===== src/rtl/slicer_rr_arbiter.sv =====
// Round-robin arbiter feeding one bit-slicer input from NREQ flit sources through a
// single-entry registered output stage. Define SLICER_ARB_STATS_EN for per-source grant counters.
module slicer_rr_arbiter #(
  parameter  int NREQ   = 4,
  parameter  int WIDTH  = 11,
  parameter  int ADDR_W = 4,
  localparam int SRC_W  = $clog2(NREQ)
) (
  input  logic                  clk,
  input  logic                  reset,
  input  logic [NREQ-1:0]       req_valid,
  input  logic [NREQ*WIDTH-1:0] req_data,
  output logic [NREQ-1:0]       req_ready,
  output logic                  out_valid,
  output logic [WIDTH-1:0]      out_data,
  input  logic                  out_ready,
  output logic [SRC_W-1:0]      out_src,
  output logic [ADDR_W-1:0]     out_addr
`ifdef SLICER_ARB_STATS_EN
  ,
  input  logic                  stat_clr,
  input  logic [SRC_W-1:0]      stat_sel,
  output logic [15:0]           stat_count
`endif
);

  typedef enum logic {ST_EMPTY = 1'b0, ST_FULL = 1'b1} stage_e;

  stage_e            state_r;
  logic [SRC_W-1:0]  last_r;
  logic [SRC_W-1:0]  cand_s;
  logic [SRC_W-1:0]  win_s;
  logic              found_s;
  logic              can_load_s;
  logic              accept_s;
  logic [WIDTH-1:0]  flit_s [NREQ];

  for (genvar g = 0; g < NREQ; g++) begin : g_flit
    assign flit_s[g] = req_data[g*WIDTH +: WIDTH];
  end

  assign out_valid  = (state_r == ST_FULL);
  assign out_addr   = out_data[ADDR_W-1:0];
  assign can_load_s = (state_r == ST_EMPTY) || out_ready;
  assign accept_s   = found_s && can_load_s && !reset;

  // Scan last+1, last+2, ... (mod NREQ); the first valid source wins.
  always_comb begin
    found_s = 1'b0;
    win_s   = {SRC_W{1'b0}};
    cand_s  = {SRC_W{1'b0}};
    for (int k = 1; k <= NREQ; k++) begin
      cand_s = SRC_W'((int'(last_r) + k) % NREQ);
      if (!found_s && req_valid[cand_s]) begin
        found_s = 1'b1;
        win_s   = cand_s;
      end else begin
        found_s = found_s;
      end
    end
  end

  // Grant strobe: only the winner, only when the output stage can take a flit.
  always_comb begin
    req_ready        = {NREQ{1'b0}};
    req_ready[win_s] = accept_s;
  end

  // Output stage and priority pointer; a stalled stage holds data, source and pointer.
  always_ff @(posedge clk) begin
    if (reset) begin
      state_r  <= ST_EMPTY;
      out_data <= {WIDTH{1'b0}};
      out_src  <= {SRC_W{1'b0}};
      last_r   <= SRC_W'(NREQ - 1);
    end else if (accept_s) begin
      state_r  <= ST_FULL;
      out_data <= flit_s[win_s];
      out_src  <= win_s;
      last_r   <= win_s;
    end else if ((state_r == ST_FULL) && out_ready) begin
      state_r  <= ST_EMPTY;
    end else begin
      state_r  <= state_r;
    end
  end

`ifdef SLICER_ARB_STATS_EN
  logic [15:0] cnt_r [NREQ];

  // Saturating grant counters; clear wins over a same-cycle increment.
  always_ff @(posedge clk) begin
    for (int i = 0; i < NREQ; i++) begin
      if (reset || stat_clr) begin
        cnt_r[i] <= 16'h0000;
      end else if (accept_s && (win_s == SRC_W'(i)) && (cnt_r[i] != 16'hFFFF)) begin
        cnt_r[i] <= cnt_r[i] + 16'd1;
      end else begin
        cnt_r[i] <= cnt_r[i];
      end
    end
  end

  // Counter readback for the selected source.
  always_comb begin
    stat_count = 16'h0000;
    for (int i = 0; i < NREQ; i++) begin
      stat_count = (stat_sel == SRC_W'(i)) ? cnt_r[i] : stat_count;
    end
  end
`endif

endmodule

===== config.mk =====
export PLATFORM = sky130hd
export DESIGN_NAME = slicer_rr_arbiter
export DESIGN_NICKNAME = d
export VERILOG_FILES = /design/src/rtl/slicer_rr_arbiter.sv
export SDC_FILE = /design/constraint.sdc
export NUM_CORES = 1
export LEC_CHECK = 0
export ABC_AREA = 1
export CAP_MARGIN = 20
export CORE_ASPECT_RATIO = 1.2
export CORE_MARGIN = 4
export CORE_UTILIZATION = 35
export DETAILED_ROUTE_END_ITERATION = 8
export GPL_ROUTABILITY_DRIVEN = 0
export PLACE_DENSITY = 0.73
export SYNTH_ARGS = -nofsm -noshare
export SYNTH_HDL_FRONTEND = slang
export SYNTH_SLANG_ARGS = --single-unit

===== constraint.sdc =====
create_clock -name clk -period 1.7 [get_ports clk]
set_clock_uncertainty 0.15 [all_clocks]
set_input_delay 0.425 -clock clk [delete_from_list [all_inputs] [get_ports clk]]
set_output_delay 0.425 -clock clk [all_outputs]
set_load 0.02 [all_outputs]

==> flow_summary.json, run 1 <==
{
  "outcome": "finished, violations left",
  "violations": "setup timing",
  "power_density_nw_per_um2": 1410,
  "comb_power_share_pct": 72.7,
  "total_power_mw": 3.65,
  "die_y_um": 75.5,
  "cts_tree": "done",
  "finalCritPeriodShare_pct": 138,
  "arrival_ns": 1.77,
  "syn-num-nets": 274,
  "antenna_found_initial": 0,
  "r2r_slack_ns": -0.47,
  "grt_overflow_total": 0,
  "start_kind": "flop",
  "r2r_start": "last_r[0]$_SDFFE_PP1P_",
  "gr-usage-met3_pct": 5.75,
  "slew_viol_final": 0,
  "min_period_ns": 2.35,
  "drc": 0,
  "p_int_mw": 1.93,
  "root_buffer": "clkbuf_8",
  "tightest_slew_ns": 0.236,
  "ys_types": 21,
  "grt-busiest-layer": "met2",
  "post_drt_wl_per_cell_um": 12.1,
  "io_pins": 73,
  "final_cell_area_um2": 2590,
  "n_antenna_cell": 0,
  "core-area_um2": 3660,
  "drtAntennaViolNets": 0,
  "pwr-share-seq_pct": 17.6,
  "grt_max_degree": 16,
  "endpoint": "req_ready[1]",
  "max-cap-violations": 0,
  "fmax_ghz": 0.426,
  "cp-end-kind": "primary output",
  "grt_pass1_wl_um": 6840,
  "start_util_pct": 36.3,
  "die_w_um": 64.3,
  "dr.pass1.iters": 4,
  "finalWorstSetupSlack_ns": -0.645,
  "cellLeakagePower_nw": 1.33,
  "vias": 1691,
  "clk_path_buf_depth": 2,
  "totalWireLength_um": 4520,
  "ys_warn_count": 0,
  "holdBufCountCts": 0,
  "reg2reg_depth": 16,
  "grt.total_usage_pct": 17.9,
  "clock_latency_ns": 0.26,
  "grt_pass1_vias": 1664,
  "worst_hold_slack_ns": 0.301,
  "cp_max_fo": 8,
  "hold_violations": 0,
  "rows": 24,
  "synth_area_um2": 1330,
  "place_area_um2": 2300,
  "clkPwrFrac_pct": 9.7,
  "use_met2_pct": 34.4,
  "hpwl_um": 3360,
  "avgViaCountPerCell": 4.52,
  "r2r_end": "out_data[1]$_SDFFE_PP0P_",
  "crit_start": "last_r[0]$_SDFFE_PP1P_",
  "relSlewSlack_pct": 84.3,
  "die_area_um2": 4850,
  "cts.sinks": 16,
  "place_inst": 361,
  "setup_viol": 19,
  "hp-class": "reg -> reg",
  "path_clk_slew_ns": 0.07,
  "numCtsBuffers": 3,
  "critical_path_required_ns": 1.12,
  "synth_seq_area_share_pct": 24.1,
  "drt_iter0_markers": 41,
  "fin_nets": 374,
  "drive_above_1_share_pct": 29.8,
  "rsz0062_at_grt": "yes",
  "h-tree-depth": 1,
  "syn_inst": 223,
  "p_sw_share_pct": 47.0,
  "peakVddDrop_v": 0.000669,
  "synth-seq-cells": 16,
  "port-buffer-count": 72,
  "critPathKind": "reg -> out",
  "area_delta_synth_final_pct": 94.7,
  "avgSynthCellArea_um2": 5.96,
  "met1_usage_pct": 18.1,
  "power_switching_mw": 1.71,
  "fin_cells": 374
}
[power by group through the flow]
stage	logic [mW]	registers, mW	clock network [mW]
3_3_place_gp	2.29	0.627	0
6_report	2.65	0.641	0.354
5_1_grt	2.89	0.662	0.370
4_1_cts	2.40	0.619	0.360
3_5_place_dp	2.30	0.629	0
2_1_floorplan	1.29	0.787	0
[cells by family (layout without fill, tap and decap cells)]
| group | Yosys count | count (layout) | synth area share, % |
|---|---|---|---|
| AOI/OAI and AO/OA | 11 | 11 | 5.74 |
| and+or+nand+nor | 154 | 154 | 54.8 |
| buffers and inverters | 42 | 141 | 15.3 |
| DFF | 16 | 16 | 24.1 |
[per-layer routing]
metal	vias up	part of all wire, %
met5	-	0
met4	0	1.6
met3	7	7.8
met2	52	52
met1	746	39
li1	886	-
[worst max-delay path, stage by stage, from the launching register on]
cell	delay (ns)
dfxtp_4	0.46
inv_12	0.06
nand2_4	0.08
nand3_4	0.09
nand2_8	0.11
nand2_2	0.06
nor2_2	0.10
nand2_2	0.08
nand2_4	0.10
clkinvlp_4	0.14
nor2_4	0.11
buf_6	0.12
[how the worst min path moves through the flow]
stage	startpoint	endpoint	slack, ns	cells after the start
after floorplan	reset	out_valid$_SDFFE_PP0P_	0.34	1
after detailed placement	out_data[5]$_SDFFE_PP0P_	out_data[5]$_SDFFE_PP0P_	0.29	2
after global placement	out_data[5]$_SDFFE_PP0P_	out_data[5]$_SDFFE_PP0P_	0.29	2
after CTS	out_src[1]$_SDFFE_PP0P_	out_src[1]$_SDFFE_PP0P_	0.30	2
after global routing	out_src[1]$_SDFFE_PP0P_	out_src[1]$_SDFFE_PP0P_	0.32	2
final	out_src[1]$_SDFFE_PP0P_	out_src[1]$_SDFFE_PP0P_	0.30	2
[final cells by class]
| cell class | count | area, um2 |
|---|---|---|
| clock buffer | 4 | 55.1 |
| fill | 322 | 1070 |
| inverter | 31 | 133 |
| multi-input combinational | 165 | 1020 |
| sequential | 16 | 325 |
| tap | 52 | 65.1 |
| timing repair buffer | 106 | 993 |
[flip-flops by register name, summed over array words and instances, names as in the netlist]
name / count
last_r: 2
out_data: 11
out_src: 2
out_valid: 1
[metrics by stage]
step	setup slack (ns)	util (%)	setup TNS, ns
3_5_place_dp	-1.27	62.9	-14.90
5_1_grt	-0.743	70.7	-8.68
2_1_floorplan	-0.264	-	-1.03
3_3_place_gp	-1.23	62.9	-14.34
6_report	-0.645	70.7	-6.50
4_1_cts	-0.627	67.0	-6.26
[layout by cell type, fill, tap and decap left out]
cell type	count
buf_6	8
buf_4	28
nand2_4	14
a21oi_1	3
a21oi_2	1
buf_8	1
nand3b_1	7
nand2_8	1
dfxtp_1	14
o211ai_1	6
nor2_2	1
nand4_1	2
and2_1	1
nand3_4	5
nor2_1	4
o21bai_4	1
inv_1	25
dfxtp_2	1
nand2_2	15
nor2_4	8
clkbuf_8	4
nand3_1	23
clkdlybuf4s50_1	46
dfxtp_4	1
dlygate4sd2_1	22
clkbuf_16	1
clkinvlp_4	1
inv_2	4
inv_12	1
nand2_1	73
[Yosys cell counts]
cell	n	share of area [%]
a21oi_1	4	1.5
and2_1	1	0.47
buf_2	3	1.1
buf_4	6	3.4
buf_6	2	1.7
dfxtp_1	16	24
inv_1	27	7.6
inv_2	3	0.85
inv_6	1	0.66
nand2_1	88	25
nand2_2	12	5.6
nand2_4	3	2.5
nand3_1	26	9.8
nand3_2	2	1.5
nand3b_1	7	4.0
nand4_1	2	0.94
nor2_1	9	2.5
nor2_2	2	0.94
nor2_4	2	1.7
o211ai_1	6	3.4
o21bai_2	1	0.85
[timing repair]
item / in CTS / in global routing
endpoints found under the setup margin: 37 / 19
buffers inserted: 4 / 6
pin swaps: 13 / 17
cloned: 0 / 1
gates resized for setup: 67 / 22
(Power assumes the default switching activity.)
==> run 2: changes to the inputs <==
--- a/config.mk
+++ b/config.mk
@@ -8,7 +8,6 @@
 export ABC_AREA = 1
 export CAP_MARGIN = 20
 export CORE_ASPECT_RATIO = 1.2
-export CORE_MARGIN = 4
 export CORE_UTILIZATION = 35
 export DETAILED_ROUTE_END_ITERATION = 8
 export GPL_ROUTABILITY_DRIVEN = 0
==> flow_summary.json, run 2 (synthesized netlist as in run 1, its figures left out) <==
{
  "finalCritPeriodShare_pct": 139,
  "r2r_slack_ns": -0.57,
  "hold_violations": 0,
  "drc": 0,
  "worst_hold_slack_ns": 0.298,
  "die_y_um": 69.5,
  "path_clk_slew_ns": 0.06,
  "port-buffer-count": 72,
  "fin_nets": 378,
  "numCtsBuffers": 3,
  "reg2reg_depth": 18,
  "top_register": "out_data",
  "clock_latency_ns": 0.25,
  "area_delta_synth_final_pct": 94.6,
  "grt_max_degree": 13,
  "post_drt_wl_per_cell_um": 12.8,
  "min_path_cells": 2,
  "outcome": "finished, violations left",
  "arrival_ns": 1.78,
  "total_power_mw": 3.69,
  "hold_end": "out_src[0]$_SDFFE_PP0P_",
  "fin_cells": 377,
  "hold_start": "out_src[0]$_SDFFE_PP0P_",
  "peakVddDrop_v": 0.00101,
  "tightest_slew_ns": 0.263,
  "clk_path_buf_depth": 2,
  "fmax_ghz": 0.424,
  "core-area_um2": 3630,
  "r2r_start": "last_r[0]$_SDFFE_PP1P_",
  "h-tree-depth": 1,
  "power_density_nw_per_um2": 1420,
  "min_period_ns": 2.36,
  "grt_pass1_wl_um": 7480,
  "cts_tree": "done",
  "critical_path_required_ns": 1.12,
  "dr.pass1.iters": 4,
  "largest_reg_flops": 11,
  "rsz0062_at_grt": "yes",
  "critPathKind": "reg -> out",
  "vias": 1776,
  "grt.total_usage_pct": 24.0,
  "nFillCells": 292,
  "final_util_pct": 71.2,
  "rows": 24,
  "clkPwrFrac_pct": 7.8,
  "comb_power_share_pct": 74.9,
  "avgViaCountPerCell": 4.71,
  "hpwl_um": 3190,
  "start_util_pct": 36.6,
  "cp-end-kind": "primary output",
  "root_buffer": "clkbuf_8",
  "power_switching_mw": 1.74,
  "cellLeakagePower_nw": 1.33,
  "drive_above_1_share_pct": 30.2,
  "grt_pass1_vias": 1700,
  "final_cell_mix": "75 x nand2_1, 46 x clkdlybuf4s50_1, 28 x buf_4, 24 x inv_1, 23 x nand3_1",
  "register_area_um2": 325,
  "place_inst": 360,
  "violations": "setup timing",
  "r2r_end": "out_data[4]$_SDFFE_PP0P_",
  "p_int_mw": 1.95,
  "drtAntennaViolNets": 0,
  "cp_max_fo": 8,
  "multi_input_area_um2": 981,
  "antenna_found_initial": 0,
  "setup_viol": 19,
  "totalWireLength_um": 4810,
  "holdBufCountCts": 0,
  "drt_iter0_markers": 67,
  "grt_overflow_total": 0,
  "finalWorstSetupSlack_ns": -0.656,
  "die_area_um2": 4050,
  "max-cap-violations": 0,
  "n_antenna_cell": 0,
  "final_common_cell": "nand2_1",
  "die_w_um": 58.3,
  "cts.sinks": 16,
  "start_kind": "flop",
  "relSlewSlack_pct": 82.6,
  "slew_viol_final": 0,
  "io_pins": 73,
  "hp-class": "reg -> reg",
  "p_sw_share_pct": 47.1,
  "pwr-share-seq_pct": 17.3,
  "reg.largest.list": "out_data x11, last_r x2, out_src x2"
}
## run 2: worst max-delay path by stage
| stage | depth (start not counted) | from | to |
|---|---|---|---|
| after floorplan | 9 | last_r[0]$_SDFFE_PP1P_ | req_ready[0] |
| after global placement | 12 | req_valid[2] | req_ready[1] |
| after detailed placement | 12 | req_valid[2] | req_ready[1] |
| after CTS | 12 | last_r[0]$_SDFFE_PP1P_ | req_ready[1] |
| after global routing | 11 | last_r[0]$_SDFFE_PP1P_ | req_ready[1] |
| final | 11 | last_r[0]$_SDFFE_PP1P_ | req_ready[1] |
## run 2: power by group through the flow
stage	clock (mW)	sequential [mW]	combinational (mW)
after floorplan	0	0.787	1.29
after global placement	0	0.631	2.28
after detailed placement	0	0.627	2.31
after CTS	0.285	0.621	2.59
after global routing	0.307	0.658	2.97
final	0.287	0.639	2.76
## run 2: metal layers
layer / track usage [%] / vias up / wire (um)
met3: 4.66 / 13 / 332
met2: 42.5 / 74 / 2490
met5: 0 / - / 0
li1: - / 892 / -
met1: 27.3 / 797 / 1850
met4: 10.3 / 0 / 132
## run 2: through the flow
stage | instance area, um2 | TNS, ns | setup WS, ns
after floorplan | 1410 | -1.03 | -0.264
after global placement | 2300 | -13.34 | -1.23
after detailed placement | 2300 | -13.95 | -1.27
after CTS | 2500 | -5.49 | -0.620
after global routing | 2590 | -10.22 | -0.764
final | 2590 | -7.97 | -0.656
## run 2: what timing repair did
item / in CTS / in global routing
cloned: 1 / 0
endpoints found under the hold margin: 0 / 0
buffers inserted: 7 / 7
resized for setup: 75 / 16
pin swaps: 11 / 13
endpoints found under the setup margin: 37 / 19
## run 2: worst max-delay path, cell delays in order, from the launching register on
cell and delay, ns:
dfxtp_4 0.45, inv_12 0.06, nand2_1 0.08, nand2_2 0.07, nand2_2 0.09, nand2_4 0.07, o21bai_4 0.13, nand2_4 0.08
nand2_4 0.09, clkinvlp_4 0.15, nor2_4 0.14, buf_6 0.12
## run 2: cell type report
type,count,share of cell area [%]
sequential,16,12.6
tap,52,2.51
multi-input combinational,165,37.9
inverter,31,5.22
clock buffer,3,1.59
timing repair buffer,110,40.2
==> run 3: changes to the inputs <==
--- a/config.mk
+++ b/config.mk
@@ -6,7 +6,6 @@
 export NUM_CORES = 1
 export LEC_CHECK = 0
 export ABC_AREA = 1
-export CAP_MARGIN = 20
 export CORE_ASPECT_RATIO = 1.2
 export CORE_UTILIZATION = 35
 export DETAILED_ROUTE_END_ITERATION = 8
==> results of run 3 <==
The final DEF is identical to that of run 2; final timing and power are the same.
